<file path="src/rtl/branch_predict_unit_pkg.sv">
// Shared encodings for the branch predict unit: RV32I branch funct3 values,
// 2-bit saturating counter states and the counter update rule.
package branch_predict_unit_pkg;

    localparam logic [2:0] F3_BEQ  = 3'b000;
    localparam logic [2:0] F3_BNE  = 3'b001;
    localparam logic [2:0] F3_BLT  = 3'b100;
    localparam logic [2:0] F3_BGE  = 3'b101;
    localparam logic [2:0] F3_BLTU = 3'b110;
    localparam logic [2:0] F3_BGEU = 3'b111;

    typedef enum logic [1:0] {
        CTR_SNT = 2'b00,
        CTR_WNT = 2'b01,
        CTR_WT  = 2'b10,
        CTR_ST  = 2'b11
    } ctr_e;

    localparam logic [1:0] CTR_RESET = CTR_WNT;

    // Saturating step of a 2-bit history counter toward the resolved outcome.
    function automatic logic [1:0] ctr_next(input logic [1:0] cur, input logic taken);
        logic [1:0] nxt;
        nxt = cur;
        case (cur)
            CTR_SNT: nxt = taken ? CTR_WNT : CTR_SNT;
            CTR_WNT: nxt = taken ? CTR_WT  : CTR_SNT;
            CTR_WT:  nxt = taken ? CTR_ST  : CTR_WNT;
            CTR_ST:  nxt = taken ? CTR_ST  : CTR_WT;
            default: nxt = cur;
        endcase
        return nxt;
    endfunction

endpackage

</file>
<file path="src/rtl/branch_predict_unit_resolve.sv">
// Execute-stage branch resolution: funct3 decode into taken, mispredict and
// the corrected next PC. Purely combinational.
module branch_resolve
    import branch_predict_unit_pkg::*;
#(
    parameter int unsigned XLEN = 32
) (
    input  logic            i_active,
    input  logic [2:0]      i_funct3,
    input  logic            i_zero,
    input  logic            i_lt,
    input  logic            i_ltu,
    input  logic [XLEN-1:0] i_pc,
    input  logic [XLEN-1:0] i_target,
    input  logic            i_pred_taken,
    input  logic [XLEN-1:0] i_pred_target,
    output logic            o_taken_c,
    output logic            o_mispredict_c,
    output logic [XLEN-1:0] o_redirect_pc_c,
    output logic            o_update_c
);

    logic w_known;
    logic w_cond;

    always_comb begin
        w_known         = 1'b1;
        w_cond          = 1'b0;
        o_taken_c       = 1'b0;
        o_mispredict_c  = 1'b0;
        o_redirect_pc_c = '0;
        o_update_c      = 1'b0;

        case (i_funct3)
            F3_BEQ:  w_cond = i_zero;
            F3_BNE:  w_cond = ~i_zero;
            F3_BLT:  w_cond = i_lt;
            F3_BGE:  w_cond = ~i_lt;
            F3_BLTU: w_cond = i_ltu;
            F3_BGEU: w_cond = ~i_ltu;
            default: w_known = 1'b0;
        endcase

        if (i_active) begin
            o_taken_c       = w_known & w_cond;
            // Direction wrong, or both taken but the carried target is stale.
            o_mispredict_c  = (o_taken_c != i_pred_taken) |
                              (o_taken_c & i_pred_taken & (i_pred_target != i_target));
            o_redirect_pc_c = o_taken_c ? i_target : i_pc + XLEN'(4);
            o_update_c      = w_known;
        end
    end

endmodule

</file>
<file path="src/rtl/branch_predict_unit.sv">
// Branch predict unit: direct-mapped, tagless 2-bit counter table with target
// buffer for fetch lookup, execute-stage resolution and saturating statistics.
module branch_predict_unit
    import branch_predict_unit_pkg::*;
#(
    parameter int unsigned XLEN     = 32,
    parameter int unsigned IDX_BITS = 6,
    parameter int unsigned CNT_W    = 32,
    parameter bit          PRED_EN  = 1'b1
) (
    input  logic             clk,
    input  logic             rst_n,
    input  logic [XLEN-1:0]  f_pc,
    output logic             f_pred_taken,
    output logic [XLEN-1:0]  f_pred_target,
    input  logic             ex_valid,
    input  logic             ex_is_branch,
    input  logic [XLEN-1:0]  ex_pc,
    input  logic [2:0]       ex_funct3,
    input  logic             ex_zero,
    input  logic             ex_lt,
    input  logic             ex_ltu,
    input  logic [XLEN-1:0]  ex_target,
    input  logic             ex_pred_taken,
    input  logic [XLEN-1:0]  ex_pred_target,
    output logic             ex_taken,
    output logic             ex_mispredict,
    output logic [XLEN-1:0]  ex_redirect_pc,
    output logic [CNT_W-1:0] stat_branches,
    output logic [CNT_W-1:0] stat_mispredicts
);

    localparam int unsigned ENTRIES = 1 << IDX_BITS;

    logic [1:0]          r_ctr    [ENTRIES];
    logic [XLEN-1:0]     r_target [ENTRIES];
    logic [ENTRIES-1:0]  r_valid;
    logic [CNT_W-1:0]    r_stat_br;
    logic [CNT_W-1:0]    r_stat_mp;

    logic [IDX_BITS-1:0] w_f_idx;
    logic [IDX_BITS-1:0] w_ex_idx;
    logic                w_update;
    logic                w_unused_pc_bits;

    assign w_f_idx          = f_pc[IDX_BITS+1:2];
    assign w_ex_idx         = ex_pc[IDX_BITS+1:2];
    assign w_unused_pc_bits = ^{f_pc[XLEN-1:IDX_BITS+2], f_pc[1:0]};

    // Lookup reads stored state only, so a same-cycle update is not visible.
    assign f_pred_taken  = PRED_EN & r_valid[w_f_idx] & r_ctr[w_f_idx][1];
    assign f_pred_target = f_pred_taken ? r_target[w_f_idx] : '0;

    branch_resolve #(.XLEN(XLEN)) u_resolve (
        .i_active        (ex_valid & ex_is_branch),
        .i_funct3        (ex_funct3),
        .i_zero          (ex_zero),
        .i_lt            (ex_lt),
        .i_ltu           (ex_ltu),
        .i_pc            (ex_pc),
        .i_target        (ex_target),
        .i_pred_taken    (ex_pred_taken),
        .i_pred_target   (ex_pred_target),
        .o_taken_c       (ex_taken),
        .o_mispredict_c  (ex_mispredict),
        .o_redirect_pc_c (ex_redirect_pc),
        .o_update_c      (w_update)
    );

    // History table: counters train both ways, target/valid only on taken.
    always_ff @(posedge clk or negedge rst_n) begin
        if (!rst_n) begin
            for (int i = 0; i < int'(ENTRIES); i++) begin
                r_ctr[i]    <= CTR_RESET;
                r_target[i] <= '0;
            end
            r_valid <= '0;
        end else if (w_update) begin
            r_ctr[w_ex_idx] <= ctr_next(r_ctr[w_ex_idx], ex_taken);
            if (ex_taken) begin
                r_target[w_ex_idx] <= ex_target;
                r_valid[w_ex_idx]  <= 1'b1;
            end
        end
    end

    always_ff @(posedge clk or negedge rst_n) begin
        if (!rst_n) begin
            r_stat_br <= '0;
            r_stat_mp <= '0;
        end else if (w_update) begin
            if (r_stat_br != '1)
                r_stat_br <= r_stat_br + CNT_W'(1);
            if (ex_mispredict && (r_stat_mp != '1))
                r_stat_mp <= r_stat_mp + CNT_W'(1);
        end
    end

    assign stat_branches    = r_stat_br;
    assign stat_mispredicts = r_stat_mp;

endmodule
</file>
<file path="config.mk">
export PLATFORM = sky130hd
export DESIGN_NAME = branch_predict_unit
export DESIGN_NICKNAME = d
export VERILOG_FILES = /design/src/rtl/branch_predict_unit_pkg.sv /design/src/rtl/branch_predict_unit_resolve.sv /design/src/rtl/branch_predict_unit.sv
export SDC_FILE = /design/constraint.sdc
export NUM_CORES = 2
export LEC_CHECK = 0
export ABC_AREA = 0
export BUFFER_PORTS_ARGS = -buffer_cell sky130_fd_sc_hd__buf_2
export CAP_MARGIN = 20
export CELL_PAD_IN_SITES_DETAIL_PLACEMENT = 0
export CELL_PAD_IN_SITES_GLOBAL_PLACEMENT = 2
export CORE_ASPECT_RATIO = 0.8
export CORE_UTILIZATION = 50
export DETAILED_ROUTE_END_ITERATION = 6
export GPL_TIMING_DRIVEN = 0
export HOLD_SLACK_MARGIN = 0.02
export PLACE_DENSITY_LB_ADDON = 0.1
export SLEW_MARGIN = 20
export SYNTH_ARGS = -nofsm -noshare
export SYNTH_HDL_FRONTEND = slang
export SYNTH_HIERARCHICAL = 1
export SYNTH_SLANG_ARGS = --single-unit
</file>
<file path="constraint.sdc">
create_clock -name clk -period 12.16 [get_ports clk]
set_input_delay 2.432 -clock clk [delete_from_list [all_inputs] [get_ports clk]]
set_output_delay 2.432 -clock clk [all_outputs]
set_load 0.01 [all_outputs]
</file>
# --- After elaboration in Yosys (flattened, before gate mapping) ---
# Cells that the tools add are included.
word_totals:
  elab_cells: 206
  ff_bits: 2304
  output_inout_bits: 131
op_classes:
  n_reduce_logical: 9
  bitwise: 12
  add_sub_neg: 3
  mux: 33
  magnitude_cmp: 6
  eq_ne: 12
op_table:
  columns: ["operator", "count"]
  rows:
  - ["2048-bit bitwise mux", 1]
  - ["32-bit binary-select mux with 6-bit select", 1]
  - ["32-bit demux with 6-bit select", 1]
  - ["32-bit two-way mux", 6]
  - ["128-bit bitwise mux", 1]
  - ["32-bit by 1-bit adder with 32-bit output (second input constant)", 2]
  - ["32-bit != test (second input constant)", 2]
  - ["64-bit bitwise OR", 1]
  - ["32-bit by 3-bit adder with 32-bit output (second input constant)", 1]
  - ["32-bit != test", 1]
  - ["2-bit binary-select mux with 6-bit select", 2]
  - ["2-bit two-way mux", 8]
  - ["7-bit greater-or-equal comparator (second input constant)", 2]
  - ["6-bit by 7-bit less-than comparator with 1-bit output (second input constant)", 2]
  - ["6-bit inverter with 7-bit output", 2]
  - ["2-bit demux with 6-bit select", 1]
  - ["3-bit equality test (second input constant)", 4]
  - ["1-bit two-way mux", 8]
  - ["2-bit one-hot mux with 4 select lines", 1]
  - ["7-bit by 1-bit less-than comparator with 1-bit output (second input constant)", 1]
  - ["1-bit binary-select mux with 6-bit select", 1]
  - ["1-bit demux with 6-bit select", 1]
  - ["6-bit by 1-bit greater-or-equal comparator with 1-bit output (second input constant)", 1]
  - ["1-bit one-hot mux with 6 select lines", 1]
  - ["12 further kinds", 23]

# --- Logic depth before layout (Yosys ltp) ---
depth:
  depth_word: 10
  mapped_depth: 13
  depth_no_buf: 12

# --- By module ---
# Netlist, hierarchy kept.
by_module_without_submodules:
  columns: ["mod", "n_inst", "cells_per_inst", "area_per_inst_um2"]
  rows:
  - ["branch_predict_unit", 1, 6723, 104516.5]
  - ["branch_resolve", 1, 214, 1393.8]

# --- Worst setup path after synthesis ---
# Ideal clock, no wire load.
synth_path:
  path_kind: "input to output"
  startpoint: "in f_pc[2]"
  endpoint: "out f_pred_target[0]"
  setup_slack_ps: 4725
  path_stages: 7
  t_arrival_ps: 5003
  path_cell_list: "buf_2 > clkbuf_1 > buf_1 > mux4_2 > mux4_2 > mux4_2 > nor2b_1"
synth_between:
  elab_chain_len: 6
synth_lines:
  columns: ["item", "line_no", "rtl"]
  rows:
  - ["from (decl)", "branch_predict_unit.sv:13", "input logic [XLEN-1:0] f_pc,"]
  - ["6-bit inverter with 7-bit output (implied by the code)", "branch_predict_unit.sv:51, branch_predict_unit.sv:52", null]
  - ["2-bit binary-select mux with 6-bit select", "branch_predict_unit.sv:51", "assign f_pred_taken = PRED_EN & r_valid[w_f_idx] & r_ctr[w_f_idx][1];"]
  - ["2-bit two-way mux (implied by the code) (2 in series)", "branch_predict_unit.sv:51", null]
  - ["1-bit bitwise AND", "branch_predict_unit.sv:51", null]
  - ["32-bit two-way mux (*)", "branch_predict_unit.sv:52", "assign f_pred_target = f_pred_taken ? r_target[w_f_idx] : '0;"]
  - ["to (decl)", "branch_predict_unit.sv:15", "output logic [XLEN-1:0] f_pred_target,"]
# Mark *: on every way between the ends. The rest lies on a longest branch, timed or not. The select of a mux whose other input is x is not followed.

# --- Worst setup path after layout ---
layout_path:
  startpoint: "in f_pc[2]"
  endpoint: "out f_pred_target[3]"
# Same word-level chain as after synthesis.

==> impl_metrics.ini <==
[worst_setup_path]
critical-path-max-stage-delay_ns = 0.74
crit_path_max_fanout = 11
r2r-end = stat_branches[30]
crit_required_ns = 9.73
crit_path_cell_trace = buf_2 > buf_2 > buf_4 > buf_2 > buf_2 > o211ai_1 > o211ai_1 > o21ai_0 > mux4_2 > clkbuf_1 > nor2b_1 > buf_2
slowest_stage = buf_2
critPathLaunchType = input port
timing.rr.start = stat_branches[2]
path_buf_inv = 7
cp_top_family = buffers and inverters
critPathArrivalTime_ns = 7.61
critical_path_class = input port to primary output
reg2reg_depth = 8
r2r_slack_ns = 8.96
crit_end = f_pred_target[3]
crit_path_start = f_pc[2]
path_depth = 12
cp_common_cell = buf_2
end_kind = primary output

[synth]
synth.most_common_cell = dfrtp_1
ys_seq_elements = 2304
synthTopCellsByArea = dfrtp_1, mux2_2, mux4_2, dfstp_2, clkbuf_1
ys_seq_area_share_pct = 54.5
netlist_area_sq_um = 106000
synth.largest_area_cell = dfrtp_1
yosysUniqueCellTypes = 71
syn_avg_cell_area_sq_um = 15.3
synth.top_cell.area_share_pct = 52.9
synth.net_count = 7080
async_flop_share_pct = 100
synth_edf_count = 0
ys_warn_count = 6
syn_inst = 6937
yosys-top-cells-count = dfrtp_1, mux2_2, mux4_2, clkbuf_1, nand2_1
ys.flop_type = dfrtp_1

[timing]
max_freq_mhz = 99.6
setup_viol_count_final = 0
finalCriticalPeriod_ns = 10.04
min_period_over_period_pct = 82.6
worst_pin_slew_ns = 1.27
report.final.slew_viol_count = 0
finClkSkew_ns = 0.0136
tns_ns = 0
rsz0062_at_grt = no
maxSlewHeadroom_pct = 15.7
hold_viol = 0

[power_and_ir_drop]
p_leak_nw = 56.9
power_density_nw_per_um2 = 137
vdd_drop_max_mv = 0.173
finalPower_mw = 16.4

[clock_network]
cts_htree_levels = 4
cts.sinks = 2304
cts_root_buffer = clkbuf_16
path_clk_slew_ns = 0.06
cts_hold_buf = 0
cts_tree = yes
cts_resized = 0
clock_path_buffers = 4
numCtsBuffers = 235
postCtsSetupBuffers = 0
clock_latency_ns = 0.88

[die]
die_w_um = 517
die_h_um = 414
start_util_pct = 50.5
die_area_sq_um = 214000
core_area_sq_um = 210000
top_level_ports = 270
rows = 150

[placed_design]
dp.cells = 10000
place_congestion = 0.926
hpwlAfterDp_um = 268000
port_buffers = 239

[global_routing]
grt_first_pass_wirelength_um = 493000
track_usage_pct = 32.9
grt_antenna_before_repair = 43
grt_max_degree = 143
first_global_vias = 64500
gr-total-overflow = 0

[layout]
nets = 7592
final_cells = 10500
area_growth_syn_to_layout_pct = 12.8
final_layout_size_suffix_gt1_share_pct = 47.9

[routing]
via_per_inst = 6.20
drc = 0
drtAntennaViolNets = 0
dr.pass1.iters = 5
wire_per_inst_um = 33.0
finalWirelength_um = 346000
via_count = 64900
drt-initial-drc-count = 6897

[flow_run]
drv_cap = 0

[outcome]
status = complete, no violations

[min_path]
holdCritPathClass = flip-flop to flip-flop
per-stage QoR:
stage | hold slack, ns | util (%) | setup slack (ns) | area (sq um)
finish | 0.468 | 57.0 | 2.12 | 119000
detailed placement | 0.454 | 53.2 | 2.23 | 112000
global route | 0.483 | 56.9 | 2.14 | 119000
CTS | 0.467 | 56.9 | 2.23 | 119000
floorplan | 0.434 | - | 4.72 | 106000
global placement | 0.451 | 52.8 | -42.49 | 111000
final cells by class:
cell class,count,area (sq um)
Fill cell,16900,90200
Sequential cell,2304,57700
Multi-Input combinational cell,3939,45500
Clock buffer,344,6900
Tap cell,2812,3520
Buffer,674,2750
Timing Repair Buffer,275,2070
Clock inverter,71,817
Inverter,20,75.1
Antenna cell,24,60.1
worst min-delay path by stage:
stage | from | to | cells past startpoint
final | r_ctr[80] | r_ctr[80] | 2
after global routing | r_valid[62] | r_valid[62] | 1
after CTS | r_ctr[86] | r_ctr[86] | 2
after detailed placement | r_valid[61] | r_valid[61] | 1
after global placement | r_valid[61] | r_valid[61] | 1
after floorplan | r_valid[11] | r_valid[11] | 1
state kept, by name, indices dropped and copies added (netlist names):
register	count
r_target	2048
r_ctr	128
r_valid	64
stat_branches	32
stat_mispredicts	32
per-layer routing:
metal,vias up,global-route usage (%),wire (um)
li1,26700,-,-
met1,35500,51.5,160000
met2,2326,43.9,140000
met3,393,9.58,34900
met4,6,9.49,10800
met5,-,0,33
cell families after synthesis:
logic type	after synthesis	share of synthesized area [%]
adders and majority gates	6	0.0697
xor gates and xnor gates	124	1.03
AOI/OAI and AO/OA	351	2.13
and+or+nand+nor	704	3.22
buffers and inverters	694	2.59
muxes	2754	36.5
DFF	2304	54.5
worst reg2reg max path, cell delays in order (launching register included):
cell,delay (ns)
dfrtp_1,0.45
nand4_1,0.25
nor3_1,0.73
nand4_1,0.31
o41a_1,0.49
nand2_1,0.11
clkbuf_1,0.45
nor3_1,0.12
xor2_1,0.17
power by group:
| part | switching (mW) | internal, mW |
|---|---|---|
| combinational | 0.797 | 0.337 |
| clock | 3.11 | 4.26 |
| sequential | 0.0901 | 7.79 |
| total | 4.00 | 12.4 |
cells in the final DEF (no fill, tap or decap), drive strengths merged, types with 18 or more instances in the layout:
cell type / synthesis / routed
o21ai: 117 / 117
or2: 37 / 37
inv: 20 / 21
a31oi: 18 / 18
nor3: 24 / 24
mux2: 2055 / 2055
nand4: 24 / 24
clkinv: 0 / 53
buf: 264 / 539
o211ai: 18 / 18
o31ai: 26 / 26
dfstp: 64 / 64
nand2b: 39 / 39
and3: 18 / 18
dfrtp: 2240 / 2240
mux4: 677 / 677
a211oi: 32 / 32
mux2i: 22 / 22
nand3: 71 / 71
nor2: 183 / 183
nor2b: 41 / 41
xor2: 83 / 83
xnor2: 41 / 41
a21oi: 92 / 92
clkbuf: 410 / 754
diode: 0 / 24
nand2: 206 / 206
Power figures use the tool's default switching activity.
